File: config.mk
export PLATFORM = sky130hd
export DESIGN_NAME = spi_cmd_regfile
export DESIGN_NICKNAME = d
export VERILOG_FILES = /design/src/rtl/fpga_slave_pkg.sv /design/src/rtl/spi_byte_phy.sv /design/src/rtl/spi_cmd_regfile.sv
export SDC_FILE = /design/constraint.sdc
export NUM_CORES = 1
export LEC_CHECK = 0
export BUFFER_PORTS_ARGS = -buffer_cell sky130_fd_sc_hd__buf_2
export CAP_MARGIN = 20
export CELL_PAD_IN_SITES_DETAIL_PLACEMENT = 0
export CELL_PAD_IN_SITES_GLOBAL_PLACEMENT = 2
export CORE_MARGIN = 5
export CORE_UTILIZATION = 30
export DETAILED_ROUTE_END_ITERATION = 6
export PLACE_DENSITY_LB_ADDON = 0.12
export SLEW_MARGIN = 10
export SYNTH_ARGS = -nofsm -noshare
export SYNTH_HDL_FRONTEND = slang
export SYNTH_SLANG_ARGS = --single-unit
File: constraint.sdc
create_clock -name clk_in -period 3 [get_ports clk_in]
set_input_delay 0.15 -clock clk_in [delete_from_list [all_inputs] [get_ports clk_in]]
set_output_delay 0.15 -clock clk_in [all_outputs]
set_load 0.005 [all_outputs]
File: src/rtl/fpga_slave_pkg.sv
// Shared definitions for the SPI command/register slave: header decode
// constants, FSM state encoding and legal parameter ranges.
package fpga_slave_pkg;

    localparam int DATA_BYTES_MIN = 1;
    localparam int DATA_BYTES_MAX = 4;
    localparam int NUM_REGS_MIN   = 1;
    localparam int NUM_REGS_MAX   = 64;

    localparam logic [7:0] HDR_WR_MASK  = 8'h80;
    localparam logic [7:0] HDR_WR_VAL   = 8'h80;
    localparam logic [7:0] HDR_RD_MASK  = 8'hC0;
    localparam logic [7:0] HDR_RD_VAL   = 8'h40;
    localparam logic [7:0] HDR_CMD_MASK = 8'hC0;
    localparam logic [7:0] HDR_CMD_VAL  = 8'h00;

    typedef enum logic [1:0] {
        IDLE    = 2'd0,
        WR_DATA = 2'd1,
        RD_DATA = 2'd2
    } state_t;

    function automatic logic hdr_match(input logic [7:0] b, input logic [7:0] mask,
                                       input logic [7:0] val);
        return (b & mask) == val;
    endfunction

endpackage

File: src/rtl/spi_byte_phy.sv
// SPI mode-0 byte layer: pin synchronisers, edge detect, MOSI byte
// assembly and the MISO shift register, all in the clk_in domain.
module spi_byte_phy (
    input  logic       clk_in,
    input  logic       sys_rst_n,
    input  logic       sclk,
    input  logic       mosi,
    input  logic       cs_n,
    input  logic       tx_load,
    input  logic [7:0] tx_byte,
    output logic       byte_valid,
    output logic [7:0] byte_data,
    output logic       frame_abort,
    output logic       cs_fall,
    output logic       cs_active,
    output logic       tx_bit
);
    // Index 1 is the synchronised copy, index 2 its one-cycle-old history.
    logic [2:0] sclk_ff;
    logic [2:0] cs_ff;
    logic [1:0] mosi_ff;
    logic [2:0] bit_cnt;
    logic [6:0] rx_shift;
    logic [7:0] tx_shift;
    logic       sclk_rise;
    logic       sclk_fall;
    logic       cs_rise;

    assign sclk_rise = sclk_ff[1] & ~sclk_ff[2];
    assign sclk_fall = ~sclk_ff[1] & sclk_ff[2];
    assign cs_rise   = cs_ff[1] & ~cs_ff[2];
    assign cs_fall   = ~cs_ff[1] & cs_ff[2];
    assign cs_active = ~cs_ff[1];
    assign tx_bit    = tx_shift[7];

    always_ff @(posedge clk_in or negedge sys_rst_n) begin
        if (!sys_rst_n) begin
            sclk_ff     <= '0;
            cs_ff       <= '0;
            mosi_ff     <= '0;
            bit_cnt     <= '0;
            rx_shift    <= '0;
            tx_shift    <= '0;
            byte_valid  <= 1'b0;
            byte_data   <= '0;
            frame_abort <= 1'b0;
        end else begin
            sclk_ff     <= {sclk_ff[1:0], sclk};
            cs_ff       <= {cs_ff[1:0], cs_n};
            mosi_ff     <= {mosi_ff[0], mosi};
            byte_valid  <= 1'b0;
            frame_abort <= 1'b0;
            if (cs_rise) begin
                if (bit_cnt != 3'd0) frame_abort <= 1'b1;
                bit_cnt <= '0;
            end else if (cs_active && sclk_rise) begin
                if (bit_cnt == 3'd7) begin
                    byte_valid <= 1'b1;
                    byte_data  <= {rx_shift, mosi_ff[1]};
                    bit_cnt    <= '0;
                end else begin
                    rx_shift <= {rx_shift[5:0], mosi_ff[1]};
                    bit_cnt  <= bit_cnt + 3'd1;
                end
            end
            if (tx_load) tx_shift <= tx_byte;
            else if (cs_active && sclk_fall) tx_shift <= {tx_shift[6:0], 1'b0};
        end
    end

endmodule

File: src/rtl/spi_cmd_regfile.sv
// SPI-addressed register file with write/read/action-command headers,
// inter-byte timeout and error pulses.
//   state   | meaning
//   IDLE    | next byte is a header
//   WR_DATA | collecting write data bytes, LSB byte first
//   RD_DATA | returning register bytes on miso, one per cs_n window
module spi_cmd_regfile
    import fpga_slave_pkg::*;
#(
    parameter int DATA_BYTES  = 2,
    parameter int NUM_REGS    = 32,
    parameter int TIMEOUT_CYC = 50000
) (
    input  logic                           clk_in,
    input  logic                           sys_rst_n,
    input  logic                           sclk,
    input  logic                           mosi,
    input  logic                           cs_n,
    output logic                           miso,
    output logic [NUM_REGS*DATA_BYTES*8-1:0] regs_flat,
    output logic                           wr_strobe,
    output logic [5:0]                     wr_addr,
    output logic                           cmd_valid,
    output logic [5:0]                     cmd_code,
    output logic                           frame_err,
    output logic                           addr_err
);
    localparam int W  = DATA_BYTES * 8;
    localparam int WD = (DATA_BYTES > 1) ? W - 8 : 8;
    localparam int IW = (NUM_REGS > 1) ? $clog2(NUM_REGS) : 1;
    localparam int TW = $clog2(TIMEOUT_CYC + 1);
    localparam logic [1:0]    LAST_IDX = 2'(DATA_BYTES - 1);
    localparam logic [TW-1:0] TMO_LOAD = TW'(TIMEOUT_CYC - 1);

    state_t         state;
    logic [6:0]     addr_q;
    logic [1:0]     byte_idx;
    logic [TW-1:0]  tmo_cnt;
    logic [WD-1:0]  wdata;
    logic [WD-1:0]  wdata_next;
    logic [W-1:0]   word_cat;
    logic [W-1:0]   regs [2**IW];
    logic           byte_valid;
    logic [7:0]     byte_data;
    logic           frame_abort;
    logic           cs_fall;
    logic           cs_active;
    logic           tx_bit;
    logic           tx_load;
    logic [7:0]     tx_byte;
    logic           addr_ok;
    logic [IW-1:0]  idx;
    logic [31:0]    rd_pad;

    spi_byte_phy u_phy (
        .clk_in      (clk_in),
        .sys_rst_n   (sys_rst_n),
        .sclk        (sclk),
        .mosi        (mosi),
        .cs_n        (cs_n),
        .tx_load     (tx_load),
        .tx_byte     (tx_byte),
        .byte_valid  (byte_valid),
        .byte_data   (byte_data),
        .frame_abort (frame_abort),
        .cs_fall     (cs_fall),
        .cs_active   (cs_active),
        .tx_bit      (tx_bit)
    );

    // Earlier data bytes shift down from the top so the final byte completes the word.
    generate
        if (DATA_BYTES > 1) begin : g_multi
            assign word_cat   = {byte_data, wdata};
            assign wdata_next = word_cat[W-1:8];
        end else begin : g_single
            assign word_cat   = byte_data;
            assign wdata_next = wdata;
        end
        for (genvar k = 0; k < NUM_REGS; k++) begin : g_flat
            assign regs_flat[k*W +: W] = regs[k];
        end
    endgenerate

    assign addr_ok = addr_q < 7'(NUM_REGS);
    assign idx     = addr_q[IW-1:0];
    assign rd_pad  = 32'(regs[idx]);
    assign tx_load = (state == RD_DATA) && cs_fall;

    always_comb begin
        tx_byte = 8'h00;
        if (addr_ok) begin
            case (byte_idx)
                2'd0:    tx_byte = rd_pad[7:0];
                2'd1:    tx_byte = rd_pad[15:8];
                2'd2:    tx_byte = rd_pad[23:16];
                default: tx_byte = rd_pad[31:24];
            endcase
        end
    end

    always_ff @(posedge clk_in or negedge sys_rst_n) begin
        if (!sys_rst_n) begin
            state     <= IDLE;
            addr_q    <= '0;
            byte_idx  <= '0;
            tmo_cnt   <= '0;
            wdata     <= '0;
            for (int k = 0; k < 2**IW; k++) regs[k] <= '0;
            wr_strobe <= 1'b0;
            wr_addr   <= '0;
            cmd_valid <= 1'b0;
            cmd_code  <= '0;
            frame_err <= 1'b0;
            addr_err  <= 1'b0;
            miso      <= 1'b0;
        end else begin
            wr_strobe <= 1'b0;
            cmd_valid <= 1'b0;
            addr_err  <= 1'b0;
            frame_err <= frame_abort;
            miso      <= (state == RD_DATA) && cs_active && tx_bit;
            case (state)
                IDLE: begin
                    if (byte_valid) begin
                        byte_idx <= '0;
                        tmo_cnt  <= TMO_LOAD;
                        if (hdr_match(byte_data, HDR_WR_MASK, HDR_WR_VAL)) begin
                            addr_q <= byte_data[6:0];
                            state  <= WR_DATA;
                        end else if (hdr_match(byte_data, HDR_RD_MASK, HDR_RD_VAL)) begin
                            addr_q <= {1'b0, byte_data[5:0]};
                            state  <= RD_DATA;
                            if ({1'b0, byte_data[5:0]} >= 7'(NUM_REGS)) addr_err <= 1'b1;
                        end else begin
                            cmd_valid <= 1'b1;
                            cmd_code  <= byte_data[5:0];
                        end
                    end
                end
                WR_DATA: begin
                    if (byte_valid) begin
                        tmo_cnt <= TMO_LOAD;
                        wdata   <= wdata_next;
                        if (byte_idx == LAST_IDX) begin
                            state <= IDLE;
                            if (addr_ok) begin
                                regs[idx] <= word_cat;
                                wr_strobe <= 1'b1;
                                wr_addr   <= addr_q[5:0];
                            end else begin
                                addr_err <= 1'b1;
                            end
                        end else begin
                            byte_idx <= byte_idx + 2'd1;
                        end
                    end else if (tmo_cnt == '0) begin
                        state     <= IDLE;
                        frame_err <= 1'b1;
                    end else begin
                        tmo_cnt <= tmo_cnt - 1'b1;
                    end
                end
                RD_DATA: begin
                    if (byte_valid) begin
                        tmo_cnt <= TMO_LOAD;
                        if (byte_idx == LAST_IDX) state <= IDLE;
                        else byte_idx <= byte_idx + 2'd1;
                    end else if (tmo_cnt == '0) begin
                        state     <= IDLE;
                        frame_err <= 1'b1;
                    end else begin
                        tmo_cnt <= tmo_cnt - 1'b1;
                    end
                end
                default: state <= IDLE;
            endcase
        end
    end

endmodule

==> impl_metrics.toml, run 1 <==
[outcome]
outcome = "finished clean"

[synth]
ys_types = 58
ys_ff_latch = 600
synth_common_cells = "dfrtp_1, mux2_2, mux2i_1"
syn_area_um2 = 27310
netlist_top_cells_area = "dfrtp_1, mux2_2, mux2i_1"
yosys.area.top_type = "dfrtp_1"
yosysWarningCount = 0
syn_avg_cell_area_um2 = 13.44
synth-async-reset-ratio_pct = 100.0
syn-num-nets = 2047
synth_seq_area_share_pct = 54.98
yosys.area.top_type_share_pct = 54.98
yosys_most_used_dff = "dfrtp_1"
netlist_instances = 2032
synth-edff-count = 0
synthMostInstantiatedCell = "dfrtp_1"

[clocking]
clockBufferDepth = 3
clockRootBuffer = "clkbuf_16"
cts_buffers = 73
clk_pin_slew_worst_paths_ns = 0.06
insertion_delay_ns = 0.62
htree_levels = 3
cts_tree = "built"
clock_sinks = 600

[hold_path]
hp-class = "in -> async"

[global_route]
antenna_found_initial = 0
grt-ovfl-total = 0
grt_pass1_wl_mm = 170.0
track_usage_pct = 24.13
grt_pass1_vias = 21500
grt_max_degree = 78

[final_layout]
design_area_um2 = 34590
area_delta_synth_final_pct = 26.65
layout.nets = 2649
drive_above_1_share_pct = 50.93
n_fill_cell = 8747
utilization_pct = 38.37

[job]
maxCapViolations = 0

[pwr]
peakVddDrop_v = 0.0003865
p_per_area_nw_per_um2 = 494.5
p_leak_nw = 17.20

[place]
dpl_cell_area_um2 = 32200
hpwl_mm = 90.14
gp_congestion = 0.8434
portBuffers = 533

[sta]
slew_violations = 0
holdWs_ns = 0.1669
slew_headroom_pct = 41.63
period_share_pct = 97.72
finalHoldViolCount = 0
fmax_ghz = 0.3411
setup_viol = 0
finClkSkew_ns = 0.02184
period_needed_ns = 2.932
rsz0062_at_grt = "no"
timing.setup.tns_ns = 0
worstMarginPinSlew_ns = 0.8755

[drt]
via_per_inst = 5.231
top_layer = "met4"
drc = 0
wl_met3_mm = 6.667
drt-met1-wl_mm = 53.14
drtAntennaViolNets = 0
finalWirelength_mm = 121.0
wire_per_inst_um = 31.35
vias = 20200
dr.pass1.iters = 5
first_iter_violations = 1091
dr_wl_met2_mm = 58.56

[die]
die-area_um2 = 97170
initial_utilization_pct = 30.30
rows = 110
core_um2 = 90150
die_w_um = 311.7
ioPinCount = 534
die_height_um = 311.7

[setup_path]
worstSetupPathType = "reg -> reg"
required_ns = 3.49
path_max_fanout = 29
crit_path_end_kind = "register"
start_kind = "register"
critical_path_arrival_ns = 3.42
worst max-delay path, cell delays in order, from the launching register on:
cell and delay [ns]:
dfrtp_4 0.55, buf_12 0.22, buf_12 0.26, buf_4 0.27, mux2i_1 0.32, o22ai_1 0.12, nor4_1 0.46, nand2_1 0.33
o2bb2ai_1 0.20
repair_timing:
item,in CTS,in global routing
pin swaps,1,0
cloned,0,0
setup buffers,0,0
endpoints found under the setup margin,3,1
hold buffers,4,0
hold endpoints to repair,61,0
gates resized for setup,3,1
power by group:
group          internal [mW]  switching (mW)
logic                 0.0931           0.229
registers               8.17          0.0549
clock network           4.98            3.58
final cells by class:
class                           instances  area, µm²  share of cell area (%)
Timing Repair Buffer                  686       4185                   12.10
Multi-Input combinational cell       1260      11570                   33.45
Inverter                               13      50.05                  0.1447
Clock inverter                         19      180.2                  0.5209
Clock buffer                          106       2112                   6.106
Tap cell                             1176       1471                   4.254
Antenna cell                            1      2.502                0.007235
Sequential cell                       600      15020                   43.42
state kept, by name, summed over array words and instances (netlist names), 2 cells and up:
register	count
u_phy.sclk_ff	3
wr_addr	6
regs_flat	512
u_phy.mosi_ff	2
u_phy.byte_data	8
tmo_cnt	16
u_phy.cs_ff	3
cmd_code	6
byte_idx	2
wdata	8
addr_q	7
u_phy.tx_shift	8
u_phy.bit_cnt	3
state	2
u_phy.rx_shift	7
cell usage in the layout (no fill, tap or decap), types with 4 or more instances in the layout:
cell type      instances
nand2_1               72
or4_1                  5
ha_1                  10
nor2b_1                5
xor2_1                 6
dfrtp_1              599
clkinv_2              11
a21oi_1               14
mux2_2               528
nor4_1                16
o21ai_0               23
nor2_1                57
nand3_1               12
clkbuf_16             74
mux2_4                10
nor2_4                 7
nand2b_1               8
nand3_2                5
a41oi_1                6
mux2i_1              256
nor3_1                11
a211oi_1               6
nand2_2                4
o2bb2ai_1              7
dlygate4sd3_1          4
buf_12                26
clkbuf_1              18
nor2_2                 4
inv_1                 12
a31oi_1                5
buf_2                532
o22ai_1              130
buf_4                121
nor3_4                 6
and2_1                 4
clkbuf_8              14
nand4b_1               5
cells by family after synthesis:
kind of cell | share of synthesized area, %
AO/OA/AOI/OAI | 4.632
XOR/XNOR | 0.1924
adder cells (fa/ha/maj) | 0.4581
buffers and inverters | 2.969
flip-flops | 54.98
multiplexers | 31.70
AND/OR/NAND/NOR | 5.071
per-layer routing:
layer  track usage (%)  vias to the layer above
li1                  -                     8666
met1             31.98                    10820
met2             40.71                      593
met3             5.104                      123
met4             5.690                        0
met5                 0                        -
final timing paths:
kind	startpoint	to	slack, ns	cells past startpoint
max in group asynchronous	sys_rst_n	regs_flat[187]$_DFFE_PN0P_	1.85	3
worst max-delay path	addr_q[0]$_DFFE_PN0P_	u_phy.tx_shift[1]$_DFFE_PN0P_	0.07	8
min in group clk_in	mosi	u_phy.mosi_ff[0]$_DFF_PN0_	0.23	2
worst max register to register	addr_q[0]$_DFFE_PN0P_	u_phy.tx_shift[1]$_DFFE_PN0P_	0.07	8
worst min register to register	u_phy.cs_ff[0]$_DFF_PN0_	u_phy.cs_ff[1]$_DFF_PN0_	0.34	0
worst min-delay path	sys_rst_n	regs_flat[100]$_DFFE_PN0P_	0.17	2
through the flow:
step,cells,setup WS [ns],power (mW)
2_1_floorplan,2032,0.6561,8.433
3_3_place_gp,3730,-0.08591,8.682
3_5_place_dp,3730,-0.04997,8.697
4_1_cts,3859,0.05368,17.36
5_1_grt,3860,0.02482,17.70
6_report,3861,0.06849,17.10
(Power assumes the default switching activity.)
==> inputs of run 2 (changes only) <==
- clock period: 3 -> 3.1 ns (I/O delays scaled with it)
==> run 2 against run 1 <==
Effect of this change: largest cell class unchanged; sequential share of layout area hardly changed; core utilization is essentially flat; final area barely moved; combinational power shrank 8.4%; sequential power down 3.3%; first-iteration DRC count increased by 22%; clock-buffer cell count down 2; total power is 1.5% lower; clock power is 0.6% higher.
==> impl_metrics.toml, run 2 (synthesis gave the netlist of run 1 again) <==
[outcome]
outcome = "finished clean"

[global_route]
grt-ovfl-total = 0
grt_max_degree = 89
grt_pass1_wl_mm = 169.9
grt_pass1_vias = 21390
track_usage_pct = 24.31
antenna_found_initial = 1

[drt]
via_per_inst = 5.223
finalWirelength_mm = 122.6
wire_per_inst_um = 31.84
drc = 0
first_iter_violations = 1334
dr.pass1.iters = 5
vias = 20100
drtAntennaViolNets = 0

[place]
gp_congestion = 0.8534
dpl_cell_area_um2 = 32160
portBuffers = 533
hpwl_mm = 90.77
pre_cts_ws_ns = 0.01069

[setup_path]
worstSetupPathType = "reg -> reg"
crit_buf_inv = 3
cp_common_cell = "buf_12"
start_kind = "register"
path_delay_family = "simple AND/OR/NAND/NOR gates"
crit_path_end_kind = "register"
required_ns = 3.58
path_max_fanout = 23
crit_chain = "buf_12, buf_12, buf_4, mux2i_1, o22ai_1, nor4_1, nand2_1, o2bb2ai_1"
critical_path_arrival_ns = 3.40
r2r_slack_ns = 0.18
cp_slowest_stage_delay_ns = 0.69
critPathSlowestCell = "dfrtp_4"

[job]
maxCapViolations = 0

[sta]
finalHoldViolCount = 0
period_needed_ns = 2.922
period_share_pct = 94.26
timing.setup.tns_ns = 0
setup_viol = 0
fmax_ghz = 0.3422
slew_headroom_pct = 24.92
rsz0062_at_grt = "no"
slew_violations = 0
worstMarginPinSlew_ns = 1.126
layout_setup_ws_ns = 0.1779
finClkSkew_ns = 0.02808

[clocking]
insertion_delay_ns = 0.61
clockBufferDepth = 3
cts_buffers = 73
htree_levels = 3
clock_sinks = 600
clk_pin_slew_worst_paths_ns = 0.06
cts_tree = "built"
cts_setup_buffers = 0
clockRootBuffer = "clkbuf_16"

[pwr]
seqPwrFrac_pct = 47.2
cellInternalPower_mw = 13.07
p_per_area_nw_per_um2 = 487.1
clockPowerShare_pct = 51.1
p_leak_nw = 17.18
pwr-share-comb_pct = 1.8
peakVddDrop_v = 0.0003157
netSwitchingFraction_pct = 22.46
p_sw_mw = 3.786

[final_layout]
layout.nets = 2637
area_delta_synth_final_pct = 26.69
final_common_cell = "dfrtp_1"
drive_above_1_share_pct = 50.94
mostFrequentLayoutCells = "dfrtp_1, buf_2, mux2_2"
largest_reg_flops = 512
design_area_um2 = 34600

[die]
core_um2 = 90150
die-area_um2 = 97170
die_height_um = 311.7
rows = 110
ioPinCount = 534
die_w_um = 311.7
initial_utilization_pct = 30.30

[hold_path]
hp-class = "in -> async"
## run 2: routing by layer
metal | part of all wire, % | GRT usage, %
met1 | 43 | 31.36
met2 | 48 | 40.91
met3 | 6.2 | 5.549
met4 | 3.1 | 7.359
met5 | 0 | 0
## run 2: repair_timing
action                                  in CTS  in global routing
pin swaps                                    0                  0
resized for setup                            1                  3
hold endpoints to repair                    54                  0
endpoints found under the setup margin       1                  2
hold buffers                                 4                  0
## run 2: power groups by stage
stage,Clock [mW],Combinational (mW),Sequential (mW)
detailed placement,0,0.304,8.09
CTS,8.83,0.310,7.95
global placement,0,0.295,8.09
floorplan,0,0.0835,8.08
finish,8.61,0.295,7.95
global route,9.09,0.342,7.95
## run 2: through the flow
step           power [mW]  utilization [%]  hold WS [ns]  std cells
3_5_place_dp        8.395            35.68        0.2152       3719
2_1_floorplan       8.161                -       -0.1406       2032
6_report            16.86            38.38        0.1638       3849
3_3_place_gp        8.385            35.63        0.2197       3717
4_1_cts             17.09            38.36        0.1589       3848
5_1_grt             17.39            38.38        0.2026       3848
## run 2: area by class of cell
cell class	count	area, µm²
antenna	1	2.502
clock buffer	104	2157
clock inverter	21	215.2
fill	8795	55550
inverter	13	50.05
multi-input combinational	1260	11580
sequential	600	15020
tap	1176	1471
timing repair buffer	674	4111
## run 2: path summary, 6_finish.rpt
kind / endpoint / from / depth (start not counted)
max in group asynchronous: addr_q[0]$_DFFE_PN0P_ / sys_rst_n / 3
min: regs_flat[114]$_DFFE_PN0P_ / sys_rst_n / 2
max: u_phy.tx_shift[1]$_DFFE_PN0P_ / addr_q[0]$_DFFE_PN0P_ / 8
max reg2reg: u_phy.tx_shift[1]$_DFFE_PN0P_ / addr_q[0]$_DFFE_PN0P_ / 8
min reg2reg: u_phy.mosi_ff[1]$_DFF_PN0_ / u_phy.mosi_ff[0]$_DFF_PN0_ / 0
min in group clk_in: u_phy.sclk_ff[0]$_DFF_PN0_ / sclk / 2
==> inputs of run 3 (changes only) <==
- CORE_UTILIZATION: 30 -> 38
==> run 3 against run 2 <==
Effect of this change: non-clock buffer count shrank 16; setup slack lost 0.15 ns; sequential share of layout area grew 0.82 points; maximum frequency shrank 4.9%; total power shrank 2.0%; core utilization grew 9.2 points; combinational power shrank 2%; routed wire length shrank 9.9%; critical path type unchanged; critical endpoint is now u_phy.tx_shift[3]$_DFFE_PN0P_; largest power group unchanged.
==> impl_metrics.toml, run 3 (synthesis gave the netlist of run 1 again) <==
[final_layout]
drive_above_1_share_pct = 50.08
n_fill_cell = 6657
layout.nets = 2618
largest_reg_flops = 512
mostFrequentLayoutCells = "dfrtp_1, buf_2, mux2_2"
utilization_pct = 47.59
multiInputGateArea_um2 = 11520
final_common_cell = "dfrtp_1"
area_delta_synth_final_pct = 24.36
ff_latch_area_um2 = 15020

[drt]
drtAntennaViolNets = 0
via_per_inst = 5.578
dr.pass1.iters = 5
wire_per_inst_um = 30.65
first_iter_violations = 1318
vias = 20100
drc = 0
finalWirelength_mm = 110.4

[clocking]
cts_setup_buffers = 0
clk_pin_slew_worst_paths_ns = 0.06
htree_levels = 3
cts_tree = "built"
clock_sinks = 600
clockRootBuffer = "clkbuf_16"
clockBufferDepth = 3
cts_buffers = 70
insertion_delay_ns = 0.61
cts_hold_buf = 6
cts_resized = 0

[global_route]
grt_max_degree = 139
grtUsageMet3_pct = 6.359
grt_use_met1_pct = 36.54
grt_pass1_wl_mm = 157.1
grtUsageMet2_pct = 45.97
grt-ovfl-total = 0
grt_pass1_vias = 21030
track_usage_pct = 27.66
grt.busiest_layer = "met2"
antenna_found_initial = 0

[setup_path]
path_max_fanout = 17
r2r_cells = 7
crit_path_end_kind = "register"
worstSetupPathType = "reg -> reg"
start_kind = "register"
required_ns = 3.57
reg2reg_to = "u_phy.tx_shift[3]$_DFFE_PN0P_"
critical_path_arrival_ns = 3.54
r2r_slack_ns = 0.03
reg2reg_from = "addr_q[3]$_DFFE_PN0P_"

[sta]
period_needed_ns = 3.072
slew_headroom_pct = 36.94
rsz0062_at_grt = "no"
slew_violations = 0
worstMarginPinSlew_ns = 0.9417
fmax_ghz = 0.3255
timing.setup.tns_ns = 0
finClkSkew_ns = 0.02109
setup_viol = 0
period_share_pct = 99.10
finalHoldViolCount = 0

[die]
ioPinCount = 534
die-area_um2 = 77330
rows = 98
initial_utilization_pct = 38.27
core_um2 = 71360
die_height_um = 278.1
die_w_um = 278.1

[place]
gp_congestion = 0.8697
hpwl_mm = 79.54
portBuffers = 533

[hold_path]
hp-class = "in -> reg"
min_to = "u_phy.cs_ff[0]$_DFF_PN0_"
whs_path_depth = 2
hold_start = "cs_n"

[pwr]
p_leak_nw = 17.03
p_per_area_nw_per_um2 = 486.4
peakVddDrop_v = 0.0003001

[job]
maxCapViolations = 0

[outcome]
outcome = "finished clean"
==> run 3: changes by cell type in the layout (fill, tap and decap cells not counted), moves of 4 or more <==
cell,change
nor4_1,+4
clkinvlp_4,-5
clkbuf_1,+6
buf_4,-10
buf_12,-11
nor4_2,-4
==> run 3: power breakdown <==
part	switching [mW]	total (mW)	internal, mW
clock	3.30	8.28	4.98
combinational	0.211	0.289	0.0773
sequential	0.0515	7.96	7.90
==> run 3: worst max path at each step <==
stage                                     to  cells past startpoint             startpoint  slack (ns)
2_1_floorplan     regs_flat[229]$_DFFE_PN0P_                     10   state[1]$_DFFE_PN0P_        0.76
3_3_place_gp   u_phy.tx_shift[3]$_DFFE_PN0P_                      7  addr_q[4]$_DFFE_PN0P_        0.17
3_5_place_dp   u_phy.tx_shift[3]$_DFFE_PN0P_                      7  addr_q[3]$_DFFE_PN0P_        0.12
4_1_cts        u_phy.tx_shift[3]$_DFFE_PN0P_                      7  addr_q[4]$_DFFE_PN0P_        0.12
5_1_grt        u_phy.tx_shift[3]$_DFFE_PN0P_                      7  addr_q[3]$_DFFE_PN0P_        0.02
6_report       u_phy.tx_shift[3]$_DFFE_PN0P_                      7  addr_q[3]$_DFFE_PN0P_        0.03
==> run 3: routing by layer <==
metal	vias up	wire, µm	part of all wire [%]
met1	10650	46500	42
met4	0	3684	3.3
met3	171	7274	6.6
met2	703	52970	48
li1	8576	-	-
met5	-	0	0
==> run 3: layout make-up <==
cell class	count	area share, %
clock buffer	110	6.318
multi-input combinational	1260	33.91
tap	950	3.500
inverter	13	0.1474
timing repair buffer	658	11.50
antenna	1	0.007368
clock inverter	11	0.3942
sequential	600	44.23
==> run 3: critical path: stages (launching register included) <==
cell and delay (ns):
dfrtp_1 0.62, buf_4 0.26, nand4bb_1 0.25, buf_4 0.37, o22ai_1 0.12, nor4_1 0.71
nand2_1 0.38, o2bb2ai_1 0.22
==> run 3: per-stage QoR <==
step | power, mW | instances | hold WS [ns] | instance area [µm²] | setup slack [ns]
2_1_floorplan | 8.161 | 2032 | -0.1406 | 27310 | 0.7561
3_3_place_gp | 8.376 | 3470 | 0.02723 | 31510 | 0.1676
3_5_place_dp | 8.388 | 3472 | 0.02836 | 31560 | 0.1177
4_1_cts | 16.70 | 3599 | 0.2206 | 33900 | 0.1186
5_1_grt | 17.02 | 3602 | 0.2326 | 33960 | 0.02492
6_report | 16.52 | 3603 | 0.2510 | 33960 | 0.02803
